==> config.mk <==
export PLATFORM = sky130hd
export DESIGN_NAME = instr_encoder
export DESIGN_NICKNAME = d
export VERILOG_FILES = /design/src/rtl/mips_isa_pkg.sv /design/src/rtl/sync_fifo2.sv /design/src/rtl/instr_encoder.sv
export SDC_FILE = /design/constraint.sdc
export NUM_CORES = 1
export LEC_CHECK = 0
export ABC_CLOCK_PERIOD_IN_PS = 4700
export CAP_MARGIN = 10
export CORE_ASPECT_RATIO = 1.1
export CORE_MARGIN = 2
export CORE_UTILIZATION = 53
export DETAILED_ROUTE_END_ITERATION = 7
export PLACE_DENSITY = 0.89
export SLEW_MARGIN = 15
export SYNTH_ARGS = -nofsm -noshare
export SYNTH_HDL_FRONTEND = slang
export SYNTH_HIERARCHICAL = 1
export SYNTH_SLANG_ARGS = --single-unit
==> constraint.sdc <==
create_clock -name clk -period 4.7 [get_ports clk]
set_input_delay 0.94 -clock clk [delete_from_list [all_inputs] [get_ports clk]]
set_output_delay 0.94 -clock clk [all_outputs]
set_load 0.02 [all_outputs]
==> src/rtl/mips_isa_pkg.sv <==
// mips_isa_pkg: MIPS opcode/funct constants, abstract operation kinds and field positions
package mips_isa_pkg;
  typedef enum logic [3:0] {
    K_LW, K_SW, K_J, K_JAL, K_BNE, K_XORI, K_ADDI, K_JR,
    K_ADD, K_SUB, K_SLT, K_SYSCALL, K_NOOP
  } op_kind_e;
  localparam logic [3:0] KIND_MAX = 4'd12;
  localparam logic [5:0] OP_RTYPE = 6'b000000;
  localparam logic [5:0] OP_LW    = 6'b100011;
  localparam logic [5:0] OP_SW    = 6'b101011;
  localparam logic [5:0] OP_BNE   = 6'b000101;
  localparam logic [5:0] OP_XORI  = 6'b001110;
  localparam logic [5:0] OP_ADDI  = 6'b001000;
  localparam logic [5:0] OP_J     = 6'b000010;
  localparam logic [5:0] OP_JAL   = 6'b000011;
  localparam logic [5:0] FN_ADD     = 6'b100000;
  localparam logic [5:0] FN_SUB     = 6'b100010;
  localparam logic [5:0] FN_SLT     = 6'b101010;
  localparam logic [5:0] FN_JR      = 6'b001000;
  localparam logic [5:0] FN_SYSCALL = 6'b001100;
  localparam int OP_LSB    = 26;
  localparam int RS_LSB    = 21;
  localparam int RT_LSB    = 16;
  localparam int RD_LSB    = 11;
  localparam int SHAMT_LSB = 6;
  localparam int FUNCT_LSB = 0;
endpackage

==> src/rtl/sync_fifo2.sv <==
// sync_fifo2: two-entry synchronous FIFO with flush and occupancy level
module sync_fifo2 #(
  parameter int W = 32
) (
  input  logic         clk,
  input  logic         rst_n,
  input  logic         flush,
  input  logic         push,
  input  logic         pop,
  input  logic [W-1:0] din,
  output logic [W-1:0] dout,
  output logic         full,
  output logic         empty,
  output logic [1:0]   level
);
  logic [W-1:0] mem_q [2];
  logic         wp_q, rp_q;
  logic [1:0]   cnt_q;
  assign dout  = mem_q[rp_q];
  assign full  = cnt_q == 2'd2;
  assign empty = cnt_q == 2'd0;
  assign level = cnt_q;
  // storage, pointers and occupancy; flush keeps stale data but empties the queue
  always_ff @(posedge clk or negedge rst_n) begin
    if (!rst_n) begin
      mem_q[0] <= '0;
      mem_q[1] <= '0;
      wp_q     <= 1'b0;
      rp_q     <= 1'b0;
      cnt_q    <= 2'd0;
    end else if (flush) begin
      wp_q  <= 1'b0;
      rp_q  <= 1'b0;
      cnt_q <= 2'd0;
    end else begin
      if (push) begin
        mem_q[wp_q] <= din;
        wp_q        <= ~wp_q;
      end
      if (pop) rp_q <= ~rp_q;
      cnt_q <= cnt_q + {1'b0, push} - {1'b0, pop};
    end
  end
endmodule

==> src/rtl/instr_encoder.sv <==
// instr_encoder: assembles MIPS words from abstract operations and streams them into instruction memory
module instr_encoder
  import mips_isa_pkg::*;
#(
  parameter int ADDR_W = 10,
  parameter int BASE   = 0
) (
  input  logic              clk,
  input  logic              rst_n,
  input  logic              start,
  input  logic              op_valid,
  output logic              op_ready,
  input  logic [3:0]        op_kind,
  input  logic [4:0]        rs,
  input  logic [4:0]        rt,
  input  logic [4:0]        rd,
  input  logic [15:0]       imm,
  input  logic [25:0]       target,
  output logic              imem_we,
  input  logic              imem_ready,
  output logic [ADDR_W-1:0] imem_addr,
  output logic [31:0]       imem_wdata,
  output logic              busy,
  output logic              done,
  output logic              err,
  output logic [ADDR_W:0]   count
);
  typedef enum logic [1:0] {IDLE, RUN, DRAIN, DONE} state_e;
  localparam logic [ADDR_W-1:0] BASE_A  = ADDR_W'(BASE);
  localparam logic [ADDR_W:0]   CNT_MAX = {1'b1, {ADDR_W{1'b0}}};
  function automatic logic [31:0] encode(input logic [3:0] k, input logic [4:0] s, t, d,
                                         input logic [15:0] i, input logic [25:0] g);
    logic [31:0] w;
    w = 32'h0;
    case (k)
      K_LW:      w = {OP_LW, s, t, i};
      K_SW:      w = {OP_SW, s, t, i};
      K_BNE:     w = {OP_BNE, s, t, i};
      K_XORI:    w = {OP_XORI, s, t, i};
      K_ADDI:    w = {OP_ADDI, s, t, i};
      K_J:       w = {OP_J, g};
      K_JAL:     w = {OP_JAL, g};
      K_JR:      w = {OP_RTYPE, s, 15'd0, FN_JR};
      K_ADD:     w = {OP_RTYPE, s, t, d, 5'd0, FN_ADD};
      K_SUB:     w = {OP_RTYPE, s, t, d, 5'd0, FN_SUB};
      K_SLT:     w = {OP_RTYPE, s, t, d, 5'd0, FN_SLT};
      K_SYSCALL: w = {26'd0, FN_SYSCALL};
      default:   w = 32'h0;
    endcase
    return w;
  endfunction
  state_e            state_q, state_d;
  logic [ADDR_W-1:0] addr_q, addr_d;
  logic [ADDR_W:0]   count_q, count_d;
  logic              err_q, err_d;
  logic              full, empty, push, pop, go;
  logic [1:0]        level;
  logic [31:0]       word;
  assign go        = start && (state_q == IDLE || state_q == DONE);
  assign op_ready  = state_q == RUN && !full;
  assign push      = op_valid && op_ready;
  assign imem_we   = !empty;
  assign pop       = imem_we && imem_ready;
  assign word      = encode(op_kind, rs, rt, rd, imm, target);
  assign imem_addr = addr_q;
  assign busy      = state_q == RUN || state_q == DRAIN;
  assign done      = state_q == DONE;
  assign err       = err_q;
  assign count     = count_q;
  sync_fifo2 #(.W(32)) u_fifo (
    .clk(clk), .rst_n(rst_n), .flush(go), .push(push), .pop(pop), .din(word),
    .dout(imem_wdata), .full(full), .empty(empty), .level(level)
  );
  // next state: start restarts the program; DONE is entered as the last queued word leaves
  always_comb begin
    state_d = state_q;
    addr_d  = addr_q;
    count_d = count_q;
    err_d   = err_q;
    if (go) begin
      state_d = RUN;
      addr_d  = BASE_A;
      count_d = '0;
      err_d   = 1'b0;
    end else begin
      if (state_q == RUN && push && op_kind == K_SYSCALL) state_d = DRAIN;
      if (state_q == DRAIN && (empty || (level == 2'd1 && pop))) state_d = DONE;
      if (pop) addr_d = addr_q + 1'b1;
      if (pop && count_q != CNT_MAX) count_d = count_q + 1'b1;
      if (push && op_kind > KIND_MAX) err_d = 1'b1;
    end
  end
  // state, write address, word count and sticky error
  always_ff @(posedge clk or negedge rst_n) begin
    if (!rst_n) begin
      state_q <= IDLE;
      addr_q  <= BASE_A;
      count_q <= '0;
      err_q   <= 1'b0;
    end else begin
      state_q <= state_d;
      addr_q  <= addr_d;
      count_q <= count_d;
      err_q   <= err_d;
    end
  end
endmodule

Word level (Yosys, flattened, before mapping):

Cells that the tools add are included.

* register bits after elaboration: 92
* output and inout port bits: 58
* logic and storage cells: 85
* input port bits: 66

* bitwise operators: 5
* muxes and demuxes: 21
* reduce and logical (&&, ||, !) cells: 25
* equality and inequality tests: 17
* magnitude comparators: 4
* add/subtract/negate cells: 4

Operator list (number)
* one-hot mux 32 bit (12 select lines): 1
* 2-to-1 mux 32 bit: 4
* bitwise mux 64 bit: 1
* demux 32 bit (select 1 bit): 1
* 2-to-1 mux 11 bit: 2
* 2-to-1 mux 10 bit: 2
* == test 4 x 3 -> 1 bit (second input constant): 4
* == test 4 bit (second input constant): 4
* adder 11 x 1 -> 11 bit (second input constant): 1
* logical AND 1 bit: 11
* inequality test 11 bit (second input constant): 1
* adder 10 x 1 -> 10 bit (second input constant): 1
* == test 4 x 2 -> 1 bit (second input constant): 2
* 2-to-1 mux 2 bit: 4
* nonzero test 2 bit: 4
* == test 2 bit (second input constant): 3
* 2-to-1 mux 1 bit: 6
* == test 2 x 1 -> 1 bit (second input constant): 2
* == test 4 x 1 -> 1 bit (second input constant): 1
* >= comparator 2 bit (second input constant): 2
* > comparator 4 bit (second input constant): 1
* logical NOT 2 bit: 2
* logical NOT 4 bit: 1
* inverter 1 -> 2 bit: 2
* other kinds (8): 13

Longest topological paths before layout:

Gate-level depths: netlist (run 1).

* depth in word-level cells: 9
* depth in mapped cells: 8
* gate-level depth less buffers: 7

Cells and area by module:

Netlist (run 1), hierarchy kept.

Modules (own cells, without submodules)
* sync_fifo2: area each 3009.1 um2, seq. area each 1701.6 um2, times used 1, cells an instance 189
* instr_encoder: area each 1762.9 um2, seq. area each 600.6 um2, times used 1, cells an instance 207

Least setup slack after synthesis (run 1):

No wires, ideal clock.

* kind: input -> register
* start point: input port start
* end point: register u_fifo/mem_q[10] (netlist name)
* arrival: 2.422 ns
* path buffers: 3
* setup time: 0.125 ns
* required time: 4.575 ns
* path slack: 2.153 ns
* stages: 6
* cells stage by stage: and2_1 > clkbuf_1 > clkbuf_1 > nand3b_2 > clkbuf_8 > mux2_2

* word-level cells in the longest chain between the ends: 3

RTL lines
* start: declaration: line instr_encoder.sv:10 `input logic start,`
* logical AND 1 bit: line instr_encoder.sv:59 `assign go = start && (state_q == IDLE || state_q == DONE);`
* via go: line instr_encoder.sv:56 `logic full, empty, push, pop, go;`
* inverter 1 bit (no line)
* AND reduction 2 bit (no line)
* end signal: indexed assignment: line sync_fifo2.sv:37 `mem_q[wp_q] <= din;`
* end: declaration: line sync_fifo2.sv:16 `logic [W-1:0] mem_q [2];`

The timed path passes the listed nets, and every way through them passes these cells.
A chain may end at the register's enable or synchronous reset.

Worst setup path in the final report (run 1):

* start point: register u_fifo.rp_q
* end point: output port imem_wdata[15]

* word-level cells in the longest chain between the ends: 4

RTL lines
* start: declaration: line sync_fifo2.sv:17 `logic wp_q, rp_q;`
* start signal: assignment: line sync_fifo2.sv:40 `if (pop) rp_q <= ~rp_q;`
* inverter 1 -> 2 bit (not written as such): line sync_fifo2.sv:19 `assign dout = mem_q[rp_q];`
* 2-to-1 mux 32 bit (not written as such) (3 in series): line sync_fifo2.sv:19
* end: declaration: line instr_encoder.sv:22 `output logic [31:0] imem_wdata,`

No other way between the ends. The select of a mux whose other input is x is not followed.

==> impl_table.tex, run 1 <==
\begin{tabular}{lr}
\hline
Metric & Value \\
\hline
\multicolumn{2}{l}{\textbf{Floorplanning}} \\
\quad Die Footprint & about 0.0098 mm2 \\
\quad Horiz. Die Dim & about 94 um \\
\quad Starting density of the core & 0.541 \\
\quad Number of I/O pins & around 120 \\
\quad Num rows & 36 \\
\quad Height of the chip & approximately 100 um \\
\quad Core Region & between 0.008 and 0.009 mm2 \\
\multicolumn{2}{l}{\textbf{Global route}} \\
\quad Global route total overflow & 0 \\
\quad Largest net degree at the start of global routing & 50 \\
\quad Antenna violations before repair & 0 \\
\quad Wire length of the first global-routing pass & approximately 18000 um \\
\quad Vias in the first global route & about 3700 \\
\quad GRT Total Usage & 0.234 \\
\multicolumn{2}{l}{\textbf{Timing}} \\
\quad Slew at the pin with the worst max-slew slack & 0.886 ns \\
\quad Worst clock skew on the final layout & $\sim$0.011 ns \\
\quad Achievable frequency & roughly 290 MHz \\
\quad Setup WS post-layout & 1.25 ns \\
\quad Relative slew slack & 0.406 \\
\quad Min Clock Period, post-route & approximately 3.4 ns \\
\quad Unrepaired setup endpoints after global routing & false \\
\quad Final hold violation count & 0 \\
\quad Final Max Slew Viols & 0 \\
\quad Setup Total Neg Slack & 0 ns \\
\quad Ratio of final minimum period to clock period & 0.733 \\
\quad Final setup violation count & 0 \\
\multicolumn{2}{l}{\textbf{Cells and area}} \\
\quad Area Overhead vs Synth & 31.6\% \\
\quad Antenna cells & 0 \\
\quad Nets & 590 \\
\quad Core utilization of the finished layout & 0.711 \\
\quad Share of final-layout standard cells stronger than drive strength 1 & 0.246 \\
\multicolumn{2}{l}{\textbf{Setup path}} \\
\quad CP startpoint kind & flop \\
\quad Max Fanout on Critical Path & 17 \\
\quad Required time of the critical path & approximately 3.8 ns \\
\quad Data arrival time of the worst path & around 2.5 ns \\
\quad Critical path start-end classification & flop to output port \\
\quad CP endpoint kind & output port \\
\multicolumn{2}{l}{\textbf{Power}} \\
\quad Static power due to leakage & 2.78 nW \\
\quad Total power divided by cell area & 588 mW/mm2 \\
\quad Worst supply voltage drop on vdd & 0.371 mV \\
\multicolumn{2}{l}{\textbf{Drt}} \\
\quad Number of nets with antenna violations after detailed routing & 0 \\
\quad Number of design rule violations left after detail routing & 0 \\
\quad Number of search-and-repair iterations in the first detailed-routing pass & 4 \\
\quad Final wirelength & between 10000 and 15000 um \\
\quad Via density per instance & approximately 5.6 \\
\quad Total number of vias & roughly 3600 \\
\quad First-iteration detailed-routing DRC count & 185 \\
\quad Mean routed wirelength per cell & 17.8 um \\
\multicolumn{2}{l}{\textbf{Flow run}} \\
\quad Max-capacitance violation count & 0 \\
\multicolumn{2}{l}{\textbf{Min path}} \\
\quad Worst hold-check path type & flop to flop \\
\multicolumn{2}{l}{\textbf{Clocking}} \\
\quad CTS sink cnt & about 90 \\
\quad Post-CTS repair timing setup buffer count & 0 \\
\quad CTS Buffer Depth & 2 \\
\quad CTS clk-pin slew, worst paths & about 0.08 ns \\
\quad Root Buffer Master & clkbuf\_8 \\
\quad Number of hold buffers added after cts & 0 \\
\quad Post-CTS resize count & 0 \\
\quad Maximum level of the CTS H-tree & 3 \\
\quad CTS tree & done \\
\quad Later-pin clock latency in the skew report & between 0.3 and 0.4 ns \\
\quad Number of buffers inserted during clock tree synthesis & 9 \\
\multicolumn{2}{l}{\textbf{Synth}} \\
\quad Main synth FF type & dfrtp\_1 \\
\quad Ys async rst share & 1.00 \\
\quad Cell taking the most area after synthesis & dfrtp\_1 \\
\quad Cell count after synthesis & between 300 and 400 \\
\quad Synth top cells by count & mux2\_2, dfrtp\_1, nor2\_1, inv\_1, nand2\_1 \\
\quad Mapped Avg Cell Area & $\sim$12 um2 \\
\quad Share of Yosys cell area claimed by the top area cell type & 0.482 \\
\quad Number of flops mapped to enable cells by yosys & 0 \\
\quad Unique cell type count in the Yosys netlist & 55 \\
\quad Warning count from the yosys run & 6 \\
\quad Register bit count reported by yosys & just over 90 \\
\quad Post-synthesis sequential area ratio & 0.482 \\
\quad Synthesized cell area & 0.00477 mm2 \\
\quad Most common cell in the netlist & mux2\_2 \\
\quad Most area-consuming cells after synthesis & dfrtp\_1, mux2\_2, a22o\_1, ha\_1, nor2\_1 \\
\multicolumn{2}{l}{\textbf{Place}} \\
\quad Routability congestion estimate from global placement & roughly 0.83 \\
\quad Detail Placement HPWL & 7870 um \\
\quad Post-Place Setup Slack & 1.44 ns \\
\quad Port Buffer Count & 123 \\
\multicolumn{2}{l}{\textbf{Run status}} \\
\quad Status & complete, no violations \\
\hline
\end{tabular}
==> path summary, 6_finish.rpt <==
path                                              start  slack [ns]  depth (start not counted)                            to
max                             u_fifo/rp_q$_DFFE_PN0P_        1.25                          3                imem_wdata[15]
min                        u_fifo/mem_q[49]$_DFFE_PN0P_        0.50                          1  u_fifo/mem_q[49]$_DFFE_PN0P_
max reg2reg                      state_q[0]$_DFFE_PN0P_        2.05                          6   u_fifo/mem_q[1]$_DFFE_PN0P_
min reg2reg                u_fifo/mem_q[49]$_DFFE_PN0P_        0.50                          1  u_fifo/mem_q[49]$_DFFE_PN0P_
max in group asynchronous                         rst_n        3.11                          2         count[10]$_DFFE_PN0P_
min in group asynchronous                         rst_n        0.58                          1  u_fifo/mem_q[62]$_DFFE_PN0P_
==> through the flow <==
step / area (um2) / hold slack [ns] / instances / total power [mW]
6_report: 6280 / 0.503 / 635 / 3.69
5_1_grt: 6280 / 0.524 / 635 / 3.91
4_1_cts: 6280 / 0.505 / 635 / 3.72
3_5_place_dp: 6060 / 0.485 / 619 / 3.12
3_3_place_gp: 6060 / 0.464 / 619 / 3.06
2_1_floorplan: 4780 / 0.454 / 397 / 2.44
==> power by group <==
part	switching [mW]	total [mW]	internal (mW)	leakage [nW]
registers	0.217	1.30	1.08	1.19
clock network	0.276	0.578	0.302	0.106
logic	0.820	1.82	0.996	1.48
==> metal layers <==
metal / GRT usage / vias to the layer above / part of all wire
met1: 0.317 / 1774 / 0.41
li1: - / 1663 / -
met3: 0.0487 / 14 / 0.062
met5: 0 / - / 0
met2: 0.385 / 126 / 0.51
met4: 0.0631 / 0 / 0.012
==> worst max-delay path, stage by stage, from the launching register on <==
cell             delay [ns]
dfrtp_1                0.84
buf_4                  0.40
mux2_2                 0.38
clkdlybuf4s50_1        0.55
==> placed cells by master (no fill, tap or decap), types with 3 or more instances in the layout <==
cell	count
a21oi_1	12
a222oi_1	5
a22o_1	13
a22oi_1	5
and2_1	3
buf_4	9
clkbuf_8	9
clkdlybuf4s50_1	122
dfrtp_1	92
ha_1	8
inv_1	16
mux2_2	95
nand2_1	14
nand2b_1	3
nand3_1	4
nand3b_1	3
nand4_1	6
nor2_1	22
nor2b_1	6
nor3_1	5
o21ai_0	9
xnor2_1	9
xor2_1	7
==> cell families (layout without fill, tap and decap cells) <==
kind of cell / Yosys count / in the layout / share of synthesized area
compound gates: 55 / 55 / 0.0834
xor+xnor: 17 / 17 / 0.0341
fa+ha+maj: 8 / 8 / 0.0210
buf+inv: 39 / 163 / 0.0435
flops: 92 / 92 / 0.482
mux: 99 / 99 / 0.233
other cells: 1 / 2 / 0.000786
simple gates: 85 / 85 / 0.102
==> registers in the layout, indices dropped and copies added (netlist names) <==
| name | count |
|---|---|
| count | 11 |
| err | 1 |
| imem_addr | 10 |
| state_q | 2 |
| u_fifo/level | 2 |
| u_fifo/mem_q | 64 |
| u_fifo/rp_q | 1 |
| u_fifo/wp_q | 1 |
==> final cells by class <==
class	instances	area [um2]
Tap cell	114	143
Timing Repair Buffer	131	1290
Sequential cell	92	2300
Fill cell	641	2550
Clock buffer	9	124
Inverter	16	60.1
Multi-Input combinational cell	266	2270
Clock inverter	7	97.6
No activity file was read; power rests on OpenSTA's default activity.
==> inputs of run 2 (changes only) <==
ABC_CLOCK_PERIOD_IN_PS = 3400   (was 4700)
CORE_UTILIZATION = 49   (was 53)
PLACE_DENSITY = 0.83   (was 0.89)
clock period = 3.4 ns   (was 4.7 ns; I/O delays follow)
==> run 2 against run 1 <==
Effect of this change:
- global-route usage fell by 2.0 points
- clock power up 12%
- highest routed layer unchanged
- via count up 0.36%
- cell count rose by 0.63%
- critical path depth is the same
- power grew 34%
==> impl_table.tex, run 2 (synthesis results as in run 1) <==
\begin{tabular}{lr}
\hline
Metric & Value \\
\hline
\multicolumn{2}{l}{\textbf{Timing}} \\
\quad Slew at the pin with the worst max-slew slack & 0.830 ns (-0.0559 ns) \\
\quad Final setup violation count & 0 (unchanged) \\
\quad Unrepaired setup endpoints after global routing & false \\
\quad Min Clock Period, post-route & 2.78 ns \\
\quad Relative slew slack & 0.443 (+0.0371) \\
\quad Final Max Slew Viols & 0 (unchanged) \\
\quad Final hold violation count & 0 (unchanged) \\
\quad Setup WS post-layout & 0.624 ns (-0.631 ns) \\
\quad Setup Total Neg Slack & 0 ns (unchanged) \\
\quad Ratio of final minimum period to clock period & 0.816 \\
\quad Worst clock skew on the final layout & 0.0137 ns (+0.00313 ns) \\
\quad Achievable frequency & about 360 MHz \\
\multicolumn{2}{l}{\textbf{Cells and area}} \\
\quad Area Overhead vs Synth & 30.8\% \\
\quad Most common library cell in the layout ignoring fill and taps & clkdlybuf4s50\_1 \\
\quad Biggest register & u\_fifo/mem\_q \\
\quad Most used cells in the layout excluding fill and tap cells & clkdlybuf4s50\_1, mux2\_2, dfrtp\_1 \\
\quad Share of final-layout standard cells stronger than drive strength 1 & 0.243 (-0.00239) \\
\quad Antenna cells & 0 (unchanged) \\
\quad Flip-flop count of the largest register after layout & 64 (unchanged) \\
\quad Nets & 591 (+0.17\%) \\
\multicolumn{2}{l}{\textbf{Clocking}} \\
\quad Later-pin clock latency in the skew report & 0.35 ns (about the same) \\
\quad Maximum level of the CTS H-tree & 3 (unchanged) \\
\quad Root Buffer Master & clkbuf\_8 \\
\quad Number of hold buffers added after cts & 0 (unchanged) \\
\quad CTS tree & done \\
\quad CTS Buffer Depth & 2 (unchanged) \\
\quad CTS clk-pin slew, worst paths & 0.09 ns (about the same) \\
\quad CTS sink cnt & 92 (unchanged) \\
\quad Post-CTS repair timing setup buffer count & 0 (unchanged) \\
\quad Post-CTS resize count & 0 (unchanged) \\
\quad Number of buffers inserted during clock tree synthesis & 9 (unchanged) \\
\multicolumn{2}{l}{\textbf{Floorplanning}} \\
\quad Horiz. Die Dim & 98.1 um (+3.8\%) \\
\quad Starting density of the core & 0.508 (-0.0327) \\
\quad Number of I/O pins & 124 (unchanged) \\
\quad Num rows & 37 (+2.8\%) \\
\quad Core Region & 0.00940 mm2 (+6.4\%) \\
\quad Height of the chip & 108 um (+3.8\%) \\
\quad Die Footprint & 0.0105 mm2 (+7.8\%) \\
\multicolumn{2}{l}{\textbf{Setup path}} \\
\quad CP top delay family & buffers and inverters \\
\quad Required time of the critical path & 2.72 ns (-1.04 ns) \\
\quad Source of the critical timing path & u\_fifo/rp\_q\$\_DFFE\_PN0P\_ \\
\quad Critical path start-end classification & flop to output port \\
\quad Critical path buffer and inverter count & 2 (unchanged) \\
\quad Worst path max stage delay & 0.57 ns (-0.27 ns) \\
\quad Register-to-register setup slack & 1.20 ns (-0.85 ns) \\
\quad Max Fanout on Critical Path & 32 (+15) \\
\quad FF-to-FF Start & state\_q[1]\$\_DFFE\_PN0P\_ \\
\quad Critical path destination & imem\_wdata[31] \\
\quad CP startpoint kind & flop \\
\quad CP endpoint kind & output port \\
\quad CP max-delay cell & clkdlybuf4s50\_1 \\
\quad Data arrival time of the worst path & 2.10 ns (-0.41 ns) \\
\quad Number of gates on the worst path with buffers counted & 3 (unchanged) \\
\quad Worst r2r path cells & 7 (+1) \\
\quad R2R Path End & u\_fifo/mem\_q[34]\$\_DFFE\_PN0P\_ \\
\quad Sequence of cells on the critical path & buf\_4 > mux2\_2 > clkdlybuf4s50\_1 \\
\multicolumn{2}{l}{\textbf{Power}} \\
\quad Total power divided by cell area & 793 mW/mm2 (+35\%) \\
\quad Worst supply voltage drop on vdd & 0.526 mV (+42\%) \\
\quad Clock group share of total power & 0.131 (-0.026) \\
\quad Combinational fraction of design power & 0.516 (+0.024) \\
\quad Net switching fraction of the power & 0.365 (+0.00945) \\
\quad Net switching power & 1.81 mW (+38\%) \\
\quad Design internal power & 3.14 mW (+32\%) \\
\quad Reg power frac & 0.353 (+0.002) \\
\quad Static power due to leakage & 2.76 nW (-0.73\%) \\
\multicolumn{2}{l}{\textbf{Global route}} \\
\quad Vias in the first global route & 3787 (+1.8\%) \\
\quad Largest net degree at the start of global routing & 93 (+86\%) \\
\quad Global route total overflow & 0 (unchanged) \\
\quad GRT Total Usage & 0.214 (-0.0201) \\
\quad Wire length of the first global-routing pass & 18200 um (unchanged) \\
\quad Antenna violations before repair & 0 (unchanged) \\
\multicolumn{2}{l}{\textbf{Flow run}} \\
\quad Max-capacitance violation count & 0 (unchanged) \\
\multicolumn{2}{l}{\textbf{Drt}} \\
\quad Total number of vias & 3590 (+0.36\%) \\
\quad First-iteration detailed-routing DRC count & 142 (-23\%) \\
\quad Number of search-and-repair iterations in the first detailed-routing pass & 4 (unchanged) \\
\quad Via density per instance & 5.62 (-0.26\%) \\
\quad Final wirelength & 11200 um (-0.80\%) \\
\quad Mean routed wirelength per cell & 17.6 um (-1.4\%) \\
\quad Number of nets with antenna violations after detailed routing & 0 (unchanged) \\
\quad Number of design rule violations left after detail routing & 0 (unchanged) \\
\multicolumn{2}{l}{\textbf{Place}} \\
\quad Routability congestion estimate from global placement & 0.755 (-9.3\%) \\
\quad Port Buffer Count & 123 (unchanged) \\
\quad Post-Place Setup Slack & 0.562 ns (-0.883 ns) \\
\quad Detail Placement HPWL & 7840 um (-0.38\%) \\
\multicolumn{2}{l}{\textbf{Min path}} \\
\quad Worst hold-check path type & primary input to async pin \\
\multicolumn{2}{l}{\textbf{Run status}} \\
\quad Status & complete, no violations \\
\hline
\end{tabular}
-- run 2: cell count changes in the layout (fill, tap and decap cells not counted), sizes merged --
cell / previous run / this run
clkbuf: 9 / 11
clkinv: 1 / 2
inv: 18 / 17
buf: 9 / 10
bufinv: 2 / 0
-- run 2: layout make-up --
class | count | area [um2]
sequential | 92 | 2300
clock inverter | 5 | 37.5
timing repair buffer | 132 | 1300
inverter | 16 | 60.1
multi-input combinational | 266 | 2270
clock buffer | 11 | 131
tap | 117 | 146
fill | 718 | 3150
-- run 2: stage by stage --
stage | std cells | cell area (um2) | utilization | hold slack [ns] | power [mW]
finish | 639 | 6240 | 0.664 | 0.376 | 4.95
global route | 639 | 6240 | 0.664 | 0.444 | 5.24
CTS | 639 | 6240 | 0.664 | 0.508 | 4.99
detailed placement | 623 | 6070 | 0.646 | 0.487 | 4.33
global placement | 623 | 6070 | 0.646 | 0.464 | 4.24
floorplan | 397 | 4780 | - | 0.384 | 3.38
-- run 2: worst min-delay path by stage --
| stage | start | end |
|---|---|---|
| CTS | u_fifo/mem_q[2]$_DFFE_PN0P_ | u_fifo/mem_q[2]$_DFFE_PN0P_ |
| global route | rst_n | u_fifo/mem_q[62]$_DFFE_PN0P_ |
| floorplan | rst_n | count[0]$_DFFE_PN0P_ |
| finish | rst_n | u_fifo/mem_q[29]$_DFFE_PN0P_ |
| detailed placement | u_fifo/mem_q[2]$_DFFE_PN0P_ | u_fifo/mem_q[2]$_DFFE_PN0P_ |
| global placement | u_fifo/mem_q[49]$_DFFE_PN0P_ | u_fifo/mem_q[49]$_DFFE_PN0P_ |
-- run 2: per-layer routing --
layer / global-route usage / share of wire / vias up
met5: 0 / 0 / -
met4: 0.0605 / 0.0076 / 0
met3: 0.0442 / 0.065 / 7
met2: 0.366 / 0.51 / 119
met1: 0.278 / 0.42 / 1808
li1: - / - / 1656
-- run 2: power groups by stage --
stage / Combinational (mW) / Clock [mW] / Sequential, mW
2_1_floorplan: 1.63 / 0 / 1.74
3_3_place_gp: 2.51 / 0 / 1.73
3_5_place_dp: 2.57 / 0 / 1.76
4_1_cts: 2.58 / 0.669 / 1.74
5_1_grt: 2.73 / 0.717 / 1.80
6_report: 2.55 / 0.650 / 1.75
